<file path="src/rtl/prog_load_sequencer.sv">
// Load/run/dump sequencer for the accumulator processor: streams host words into
// IRAM/DRAM, runs the core under a timeout, then streams a DRAM region back out.
module prog_load_sequencer #(
    parameter int ADDR_W      = 8,
    parameter int DATA_W      = 32,
    parameter int RUN_TIMEOUT = 65536,
    parameter int RST_HOLD    = 2
) (
    input  logic              clk,
    input  logic              reset,
    input  logic              start,
    input  logic [ADDR_W:0]   iram_len,
    input  logic [ADDR_W:0]   dram_len,
    input  logic [ADDR_W:0]   dump_len,
    input  logic              in_valid,
    input  logic [DATA_W-1:0] in_data,
    output logic              in_ready,
    output logic              out_valid,
    output logic [DATA_W-1:0] out_data,
    input  logic              out_ready,
    output logic              core_reset,
    output logic              core_enable,
    input  logic              core_finish,
    input  logic [ADDR_W-1:0] core_dram_addr,
    input  logic [DATA_W-1:0] core_dram_wdata,
    input  logic              core_dram_we,
    input  logic              core_iram_we,
    output logic [ADDR_W-1:0] iram_addr,
    output logic [DATA_W-1:0] iram_wdata,
    output logic              iram_we,
    output logic [ADDR_W-1:0] dram_addr,
    output logic [DATA_W-1:0] dram_wdata,
    output logic              dram_we,
    input  logic [DATA_W-1:0] dram_rdata,
    output logic              busy,
    output logic              done,
    output logic              timeout_err
);
    localparam int CW = ADDR_W + 1;
    localparam int TW = (RUN_TIMEOUT > 1) ? $clog2(RUN_TIMEOUT) : 1;
    localparam logic [CW-1:0] FULL = {1'b1, {ADDR_W{1'b0}}};

    typedef enum logic [3:0] {
        IDLE, LOAD_I, LOAD_D, HOLD, RUN, DUMP_RD, DUMP_WAIT, DUMP_OUT, DONE
    } state_t;

    state_t         state;
    logic [CW-1:0]  cnt, ilen, dlen, plen;
    logic [CW-1:0]  ilen_s, dlen_s, plen_s;
    logic [TW-1:0]  timer;
    logic           run_st;
    logic           unused_core_iram_we;

    function automatic logic [CW-1:0] sat(input logic [CW-1:0] n);
        return (n > FULL) ? FULL : n;
    endfunction

    assign ilen_s = sat(iram_len);
    assign dlen_s = sat(dram_len);
    assign plen_s = sat(dump_len);

    // The core never writes IRAM through this block.
    assign unused_core_iram_we = core_iram_we;

    // Strobes are qualified by reset so an abort cycle issues no writes.
    assign run_st     = (state == RUN);
    assign in_ready   = reset && (state == LOAD_I || state == LOAD_D);
    assign iram_addr  = cnt[ADDR_W-1:0];
    assign iram_wdata = in_data;
    assign iram_we    = in_ready && in_valid && (state == LOAD_I);
    assign dram_addr  = run_st ? core_dram_addr  : cnt[ADDR_W-1:0];
    assign dram_wdata = run_st ? core_dram_wdata : in_data;
    assign dram_we    = run_st ? (core_dram_we && reset)
                               : (in_ready && in_valid && (state == LOAD_D));
    assign busy       = (state != IDLE) && (state != DONE);

    always_ff @(posedge clk) begin
        if (!reset) begin
            state       <= IDLE;
            cnt         <= '0;
            ilen        <= '0;
            dlen        <= '0;
            plen        <= '0;
            timer       <= '0;
            out_valid   <= 1'b0;
            out_data    <= '0;
            core_reset  <= 1'b1;
            core_enable <= 1'b0;
            done        <= 1'b0;
            timeout_err <= 1'b0;
        end else begin
            case (state)
                IDLE, DONE: begin
                    if (start) begin
                        done        <= 1'b0;
                        timeout_err <= 1'b0;
                        cnt         <= '0;
                        ilen        <= ilen_s;
                        dlen        <= dlen_s;
                        plen        <= plen_s;
                        if (ilen_s != '0) begin
                            state <= LOAD_I;
                        end else if (dlen_s != '0) begin
                            state <= LOAD_D;
                        end else begin
                            state       <= HOLD;
                            core_enable <= 1'b1;
                        end
                    end
                end
                LOAD_I: begin
                    if (in_valid) begin
                        if (cnt == ilen - CW'(1)) begin
                            cnt <= '0;
                            if (dlen != '0) begin
                                state <= LOAD_D;
                            end else begin
                                state       <= HOLD;
                                core_enable <= 1'b1;
                            end
                        end else begin
                            cnt <= cnt + CW'(1);
                        end
                    end
                end
                LOAD_D: begin
                    if (in_valid) begin
                        if (cnt == dlen - CW'(1)) begin
                            cnt         <= '0;
                            state       <= HOLD;
                            core_enable <= 1'b1;
                        end else begin
                            cnt <= cnt + CW'(1);
                        end
                    end
                end
                HOLD: begin
                    if (cnt == CW'(RST_HOLD - 1)) begin
                        cnt        <= '0;
                        timer      <= '0;
                        core_reset <= 1'b0;
                        state      <= RUN;
                    end else begin
                        cnt <= cnt + CW'(1);
                    end
                end
                RUN: begin
                    // Finish has priority: a simultaneous timeout is not flagged.
                    if (core_finish || timer == TW'(RUN_TIMEOUT - 1)) begin
                        timeout_err <= !core_finish;
                        core_enable <= 1'b0;
                        core_reset  <= 1'b1;
                        cnt         <= '0;
                        if (plen == '0) begin
                            state <= DONE;
                            done  <= 1'b1;
                        end else begin
                            state <= DUMP_RD;
                        end
                    end else begin
                        timer <= timer + TW'(1);
                    end
                end
                DUMP_RD: state <= DUMP_WAIT;
                DUMP_WAIT: begin
                    out_data  <= dram_rdata;
                    out_valid <= 1'b1;
                    state     <= DUMP_OUT;
                end
                DUMP_OUT: begin
                    if (out_ready) begin
                        out_valid <= 1'b0;
                        if (cnt == plen - CW'(1)) begin
                            cnt   <= '0;
                            state <= DONE;
                            done  <= 1'b1;
                        end else begin
                            cnt   <= cnt + CW'(1);
                            state <= DUMP_RD;
                        end
                    end
                end
                default: state <= IDLE;
            endcase
        end
    end
endmodule

</file>
<file path="config.mk">
export PLATFORM = sky130hd
export DESIGN_NAME = prog_load_sequencer
export DESIGN_NICKNAME = d
export VERILOG_FILES = /design/src/rtl/prog_load_sequencer.sv
export SDC_FILE = /design/constraint.sdc
export NUM_CORES = 1
export LEC_CHECK = 0
export CORE_ASPECT_RATIO = 0.75
export CORE_MARGIN = 4
export CORE_UTILIZATION = 43
export CTS_CLUSTER_SIZE = 14
export DETAILED_ROUTE_END_ITERATION = 7
export GPL_ROUTABILITY_DRIVEN = 1
export PLACE_DENSITY = 0.89
export SYNTH_ARGS = -nofsm -noshare
export SYNTH_HDL_FRONTEND = slang
export SYNTH_SLANG_ARGS = --single-unit
</file>
<file path="constraint.sdc">
create_clock -name clk -period 2.88 [get_ports clk]
set_input_delay 0.576 -clock clk [delete_from_list [all_inputs] [get_ports clk]]
set_output_delay 0.576 -clock clk [all_outputs]
set_load 0.005 [all_outputs]
</file>
=== Yosys cells after proc, flatten, opt, wreduce, memory -nomap -nowiden ===
Index checks and enable logic that the tools add are counted.

* $add $sub $neg: 5
* Magnitude comparators: 3
* Equal/unequal tests: 28
* Mux-type cells: 56
* Reduce and logical (&&, ||, !) cells: 31

{| class="wikitable"
|+ Operators with widths
! cell !! count
|-
| 9-bit 2-to-1 mux || 12
|-
| 9-bit one-hot mux with 6 select lines || 1
|-
| 4-bit 2-to-1 mux || 10
|-
| 16-bit 2-to-1 mux || 2
|-
| 32-bit 2-to-1 mux || 1
|-
| 16-bit one-hot mux with 2 select lines || 1
|-
| 4-bit one-hot mux with 8 select lines || 1
|-
| 9-bit equality test || 3
|-
| 9-bit greater-than comparator (second input constant) || 3
|-
| 9-bit nonzero test || 3
|-
| 9-bit by 1-bit subtractor with 9-bit output (second input constant) || 3
|-
| 1-bit 2-to-1 mux || 21
|-
| 2-bit != test (second input constant) || 10
|-
| 16-bit by 1-bit adder with 16-bit output (second input constant) || 1
|-
| 16-bit equality test (second input constant) || 1
|-
| 4-bit by 3-bit equality test with 1-bit output (second input constant) || 4
|-
| 6-bit AND reduction || 2
|-
| 10-bit AND reduction || 1
|-
| 9-bit by 1-bit adder with 9-bit output (second input constant) || 1
|-
| 9-bit by 1-bit equality test with 1-bit output (second input constant) || 1
|-
| 9-bit zero test || 1
|-
| 3-bit AND reduction || 3
|-
| 4-bit by 2-bit equality test with 1-bit output (second input constant) || 2
|-
| 8-bit 2-to-1 mux || 1
|-
| 19 further kinds || 34
|}

* Register bits: 93
* Input port bits: 139
* Output and inout bits: 121
* Logic and storage cells: 135

=== Depth between registers and ports, before layout ===
Gate-level depths: netlist of the first run.

* Depth after elaboration: 7
* Depth in mapped cells: 10
* Depth with buffers taken out: 9

=== Worst setup path after synthesis of the first run ===
No wires, ideal clock.

* Path type: flip-flop to flip-flop
* From: reg ilen[0]
* To: reg cnt[2]
* Setup time: 0.132 ns
* Data arrival time: 2.456 ns
* Data required time: 2.748 ns
* Path slack: 0.291 ns
* Cell stages (with the launch flop): 10
* Clock period less this slack: 2.589 ns
* Cell sequence: dfxtp_1 > inv_1 > ha_1 > o21ba_2 > a221o_1 > a2111oi_0 > o21ai_0 > a211o_1 > nor4_4 > nor3_1

* Longest elaborated chain between the ends: 5

{| class="wikitable"
|+ Ends and longest elaborated chain
! element !! line !! RTL
|-
| start: declaration || 48 || <nowiki>logic [CW-1:0] cnt, ilen, dlen, plen;</nowiki>
|-
| start signal: assignment || 98 || <nowiki>ilen <= ilen_s;</nowiki>
|-
| 9-bit by 1-bit subtractor with 9-bit output || 113 || <nowiki>if (cnt == ilen - CW'(1)) begin</nowiki>
|-
| 9-bit equality test || 113 ||
|-
| 9-bit 2-to-1 mux || 113 ||
|-
| 9-bit 2-to-1 mux || 112 || <nowiki>if (in_valid) begin</nowiki>
|-
| 9-bit one-hot mux with 6 select lines || 92 || <nowiki>case (state)</nowiki>
|-
| end signal: assignment || 122 || <nowiki>cnt <= cnt + CW'(1);</nowiki>
|-
| end signal: assignment || 133 || <nowiki>cnt <= cnt + CW'(1);</nowiki>
|-
| end signal: assignment || 144 || <nowiki>cnt <= cnt + CW'(1);</nowiki>
|-
| end: declaration || 48 ||
|}

Every way passes these cells. The select of a mux whose other input is x is not followed.
A chain may end at the register's enable or synchronous reset.

=== Final worst setup path of the first run ===
* From: reg plen[1]
* To: reg cnt[6]

* Longest elaborated chain between the ends: 5

{| class="wikitable"
|+ Ends and longest elaborated chain
! element !! line !! RTL
|-
| start: declaration || 48 ||
|-
| start signal: assignment || 100 || <nowiki>plen <= plen_s;</nowiki>
|-
| 9-bit by 1-bit subtractor with 9-bit output || 173 || <nowiki>if (cnt == plen - CW'(1)) begin</nowiki>
|-
| 9-bit equality test || 173 ||
|-
| 9-bit 2-to-1 mux || 173 ||
|-
| 9-bit 2-to-1 mux || 171 || <nowiki>if (out_ready) begin</nowiki>
|-
| 9-bit one-hot mux with 6 select lines || 92 ||
|-
| end signal: assignment || 122 ||
|-
| end signal: assignment || 133 ||
|-
| end signal: assignment || 178 || <nowiki>cnt <= cnt + CW'(1);</nowiki>
|}

Every way passes these cells. The select of a mux whose other input is x is not followed.

==> results of run 1 <==
## per-layer routing
metal  up-vias  wire [µm]  part of all wire [%]
met3        40       1960                   9.9
li1       3189          -                     -
met2       306       9120                    46
met5         -          0                     0
met1      2947       8230                    42
met4         0        392                   2.0
## flip-flops by register name (all words and copies together) (netlist names)
register     count
timeout_err      1
done             1
ilen             9
state            4
dlen             9
core_enable      1
cnt              9
out_data        32
out_valid        1
core_reset       1
timer           16
plen             9
## how the worst min path moves through the flow
stage                  from      endpoint  slack [ns]  depth (start not counted)
4_1_cts        out_data[16]  out_data[16]        0.46                          2
6_report        out_data[3]   out_data[3]        0.45                          2
5_1_grt        out_data[16]  out_data[16]        0.47                          2
2_1_floorplan   out_data[0]   out_data[0]        0.45                          2
3_3_place_gp    out_data[6]   out_data[6]        0.44                          2
3_5_place_dp   out_data[16]  out_data[16]        0.45                          2
## power breakdown
part / total [µW] / internal [µW] / switching (µW)
combinational: 1710 / 845 / 863
sequential: 1430 / 1350 / 81.9
clock: 1170 / 607 / 561
total: 4310 / 2800 / 1510
## Yosys cell counts, types with 3 or more instances
cell | count | area, µm²
or3_1 | 13 | 81.3
nand4_1 | 17 | 106
or2_2 | 3 | 18.8
nor3_1 | 23 | 115
o21ai_0 | 18 | 90.1
xnor2_1 | 28 | 245
a21boi_0 | 3 | 22.5
a21oi_1 | 76 | 380
and3_1 | 7 | 43.8
nor2_1 | 56 | 210
mux2i_1 | 4 | 40.0
nand2b_1 | 8 | 50.1
dfxtp_1 | 93 | 1860
xor2_1 | 23 | 201
nand2_1 | 208 | 781
o2111ai_1 | 4 | 35.0
a32oi_1 | 3 | 26.3
buf_1 | 7 | 26.3
nor3b_1 | 27 | 203
nand3_1 | 15 | 75.1
nor2b_1 | 6 | 37.5
a31oi_1 | 7 | 43.8
a41oi_1 | 3 | 26.3
nor4_1 | 13 | 81.3
ha_1 | 6 | 75.1
inv_1 | 15 | 56.3
clkbuf_1 | 45 | 169
or3b_2 | 3 | 26.3
a211o_1 | 3 | 26.3
and2_1 | 4 | 25.0
buf_4 | 40 | 300
## logic make-up (layout without fill, tap and decap cells)
logic type | after synthesis | count (layout) | share of synthesized area, %
adders and majority gates | 6 | 6 | 1.29
and+or+nand+nor | 415 | 415 | 34.0
AOI/OAI and AO/OA | 139 | 139 | 14.5
buffers and inverters | 111 | 331 | 9.79
muxes | 4 | 4 | 0.689
DFF | 93 | 93 | 32.0
xor gates and xnor gates | 51 | 51 | 7.68
## per-stage QoR
step           total power [µW]  worst slack (ns)  hold slack (ns)
6_report                   4310            0.0759            0.454
5_1_grt                    4520           -0.0484            0.473
4_1_cts                    4280            0.0562            0.455
3_5_place_dp               3100            0.0147            0.446
3_3_place_gp               3060            0.0486            0.441
2_1_floorplan              2430             0.291            0.453
## cell type report
type	instances	area, µm²
clock buffer	9	225
clock inverter	7	65.1
fill	1068	4360
inverter	17	63.8
multi-input combinational	615	3420
sequential	93	1860
tap	171	214
timing repair buffer	298	2900
## critical path: stages, from the launching register on
cell and delay, ns:
dfxtp_1 0.32, inv_1 0.06, ha_1 0.18, or3b_2 0.50
nor4_2 0.30, nor3_1 0.10, a2111oi_1 0.42, buf_4 0.19
a21oi_1 0.14, nor4_4 0.23, buf_4 0.18, nor3_1 0.06
## what timing repair did
| action | 4_1_cts | 5_1_grt |
|---|---|---|
| pin swaps | 0 | 2 |
| gates cloned | 0 | 0 |
| resized for setup | 2 | 10 |
| buffers inserted | 0 | 1 |
| hold buffers | 0 | 0 |
| endpoints found under the setup margin | 4 | 54 |
==> impl_metrics.yaml, run 1 <==
place:
  number_of_buffer_cells_added_on_primary_ports: 258
  globalplace.congestion: 0.913
  place_inst: 1193
  place.detailed.hpwl_mm: 15.0
  dpl-instance-area_um2: 8410
floorplanning:
  chipHeight_um: 109
  std_cell_rows: 36
  die_w_um: 142
  floorplan.initialDensity_pct: 44.3
  floorplan.die_area_um2: 15500
  design.core.area_um2: 13100
  boundaryPins: 260
drt:
  drt.antenna.violating_nets: 0
  detail_route.iter0.violations: 554
  routed_wl_mm: 19.7
  via_per_inst: 5.36
  drt_drc_violations_left: 0
  dr_total_vias: 6482
  avgRoutedWirePerCell_um: 16.3
  drt_pre_antenna_iters: 5
global_route:
  grt.met1_usage_pct: 31.0
  globalRouteMet2Util_pct: 39.7
  gr-usage-met3_pct: 6.01
  number_of_global_route_vias_before_repair: 5958
  antenna_found_initial: 0
  maximum_number_of_pins_on_one_net_before_global_route_repair: 45
  gr-max-usage-layer: "met2"
  grt_overflow_total: 0
  grt_pass1_wl_mm: 30.2
  track_usage_pct: 23.8
worst_setup_path:
  worst-path-max-fanout: 7
  endpoint_kind: "flop"
  startpoint: "plen[1]"
  kind_of_launch_point_of_the_worst_setup_path: "flop"
  timing.setup.critical_path_class: "reg -> reg"
  cp_data_required_time_ns: 3.09
  crit-reg2reg-capture: "cnt[6]"
  critical_path_arrival_ns: 3.01
  worstRegToRegCells: 11
  crit_path_end: "cnt[6]"
  setup.reg_to_reg.worst_slack_ns: 0.08
  r2r-start: "plen[1]"
finish:
  final_cells: 1210
  flow.area_growth_from_synthesis_pct: 50.5
  mostFrequentLayoutCells: "clkdlybuf4s50_1 (258), nand2_1 (208), dfxtp_1 (93)"
  final_net_count: 1179
  final_layout_size_suffix_gt1_share_pct: 7.51
  antennaDiodeCount: 0
  final_common_cell: "clkdlybuf4s50_1"
  design_area_um2: 8750
  final_core_utilization_pct: 66.7
timing:
  rsz_0062_raised_after_global_routing: "true"
  final_period_minus_worst_setup_slack_ns: 2.80
  final.period_utilization_pct: 97.4
  fin_skew_ns: 0.0105
  timing.fmax_ghz: 0.357
  worst_slew_pin_slew_ns: 0.682
  timing.final.max_slew_violations: 0
  finalSetupViolCount: 0
  setup-tns-final_ns: 0
  maxSlewHeadroom_pct: 54.1
  final-hold-violation-count: 0
synthesis:
  synth-main-ff-cell: "dfxtp_1"
  syn_area_um2: 5810
  syn_nets: 964
  synth.yosys.seq_area_share_pct: 32.0
  netlist-cell-type-count: 61
  postSynthRegisterBits: 93
  syn-mean-instance-area_um2: 7.10
  post_synthesis_async_set_or_reset_flop_share_pct: 0
  synth-edff-count: 0
  number_of_cells_produced_by_synthesis: 819
  synthesis.yosys.warnings: 0
clocking:
  clkSinkCount: 93
  clkLatencyLatePin_ns: 0.35
  tritoncts.num_buffers: 9
  cts_tree: "built"
  clk_root_buffer_cell: "clkbuf_16"
  path_clk_slew_ns: 0.08
  h-tree-depth: 3
  clk_path_buf_depth: 2
power_and_ir_drop:
  static-leakage-power_uw: 0.00330
  p_per_area_nw_per_um2: 493
  max_ir_drop_vdd_uv: 347
outcome:
  status: "complete, no violations"
run:
  number_of_maximum_capacitance_violations: 0
hold_path:
  holdCritPathClass: "reg -> reg"
Power figures use the tool's default switching activity.
==> run 2, diff against run 1 <==
--- a/config.mk
+++ b/config.mk
@@ -8,7 +8,6 @@
 export CORE_ASPECT_RATIO = 0.75
 export CORE_MARGIN = 4
 export CORE_UTILIZATION = 43
-export CTS_CLUSTER_SIZE = 14
 export DETAILED_ROUTE_END_ITERATION = 7
 export GPL_ROUTABILITY_DRIVEN = 1
 export PLACE_DENSITY = 0.89
==> results of run 2 <==
No change in the layout: final DEF, timing and power equal those of run 1.
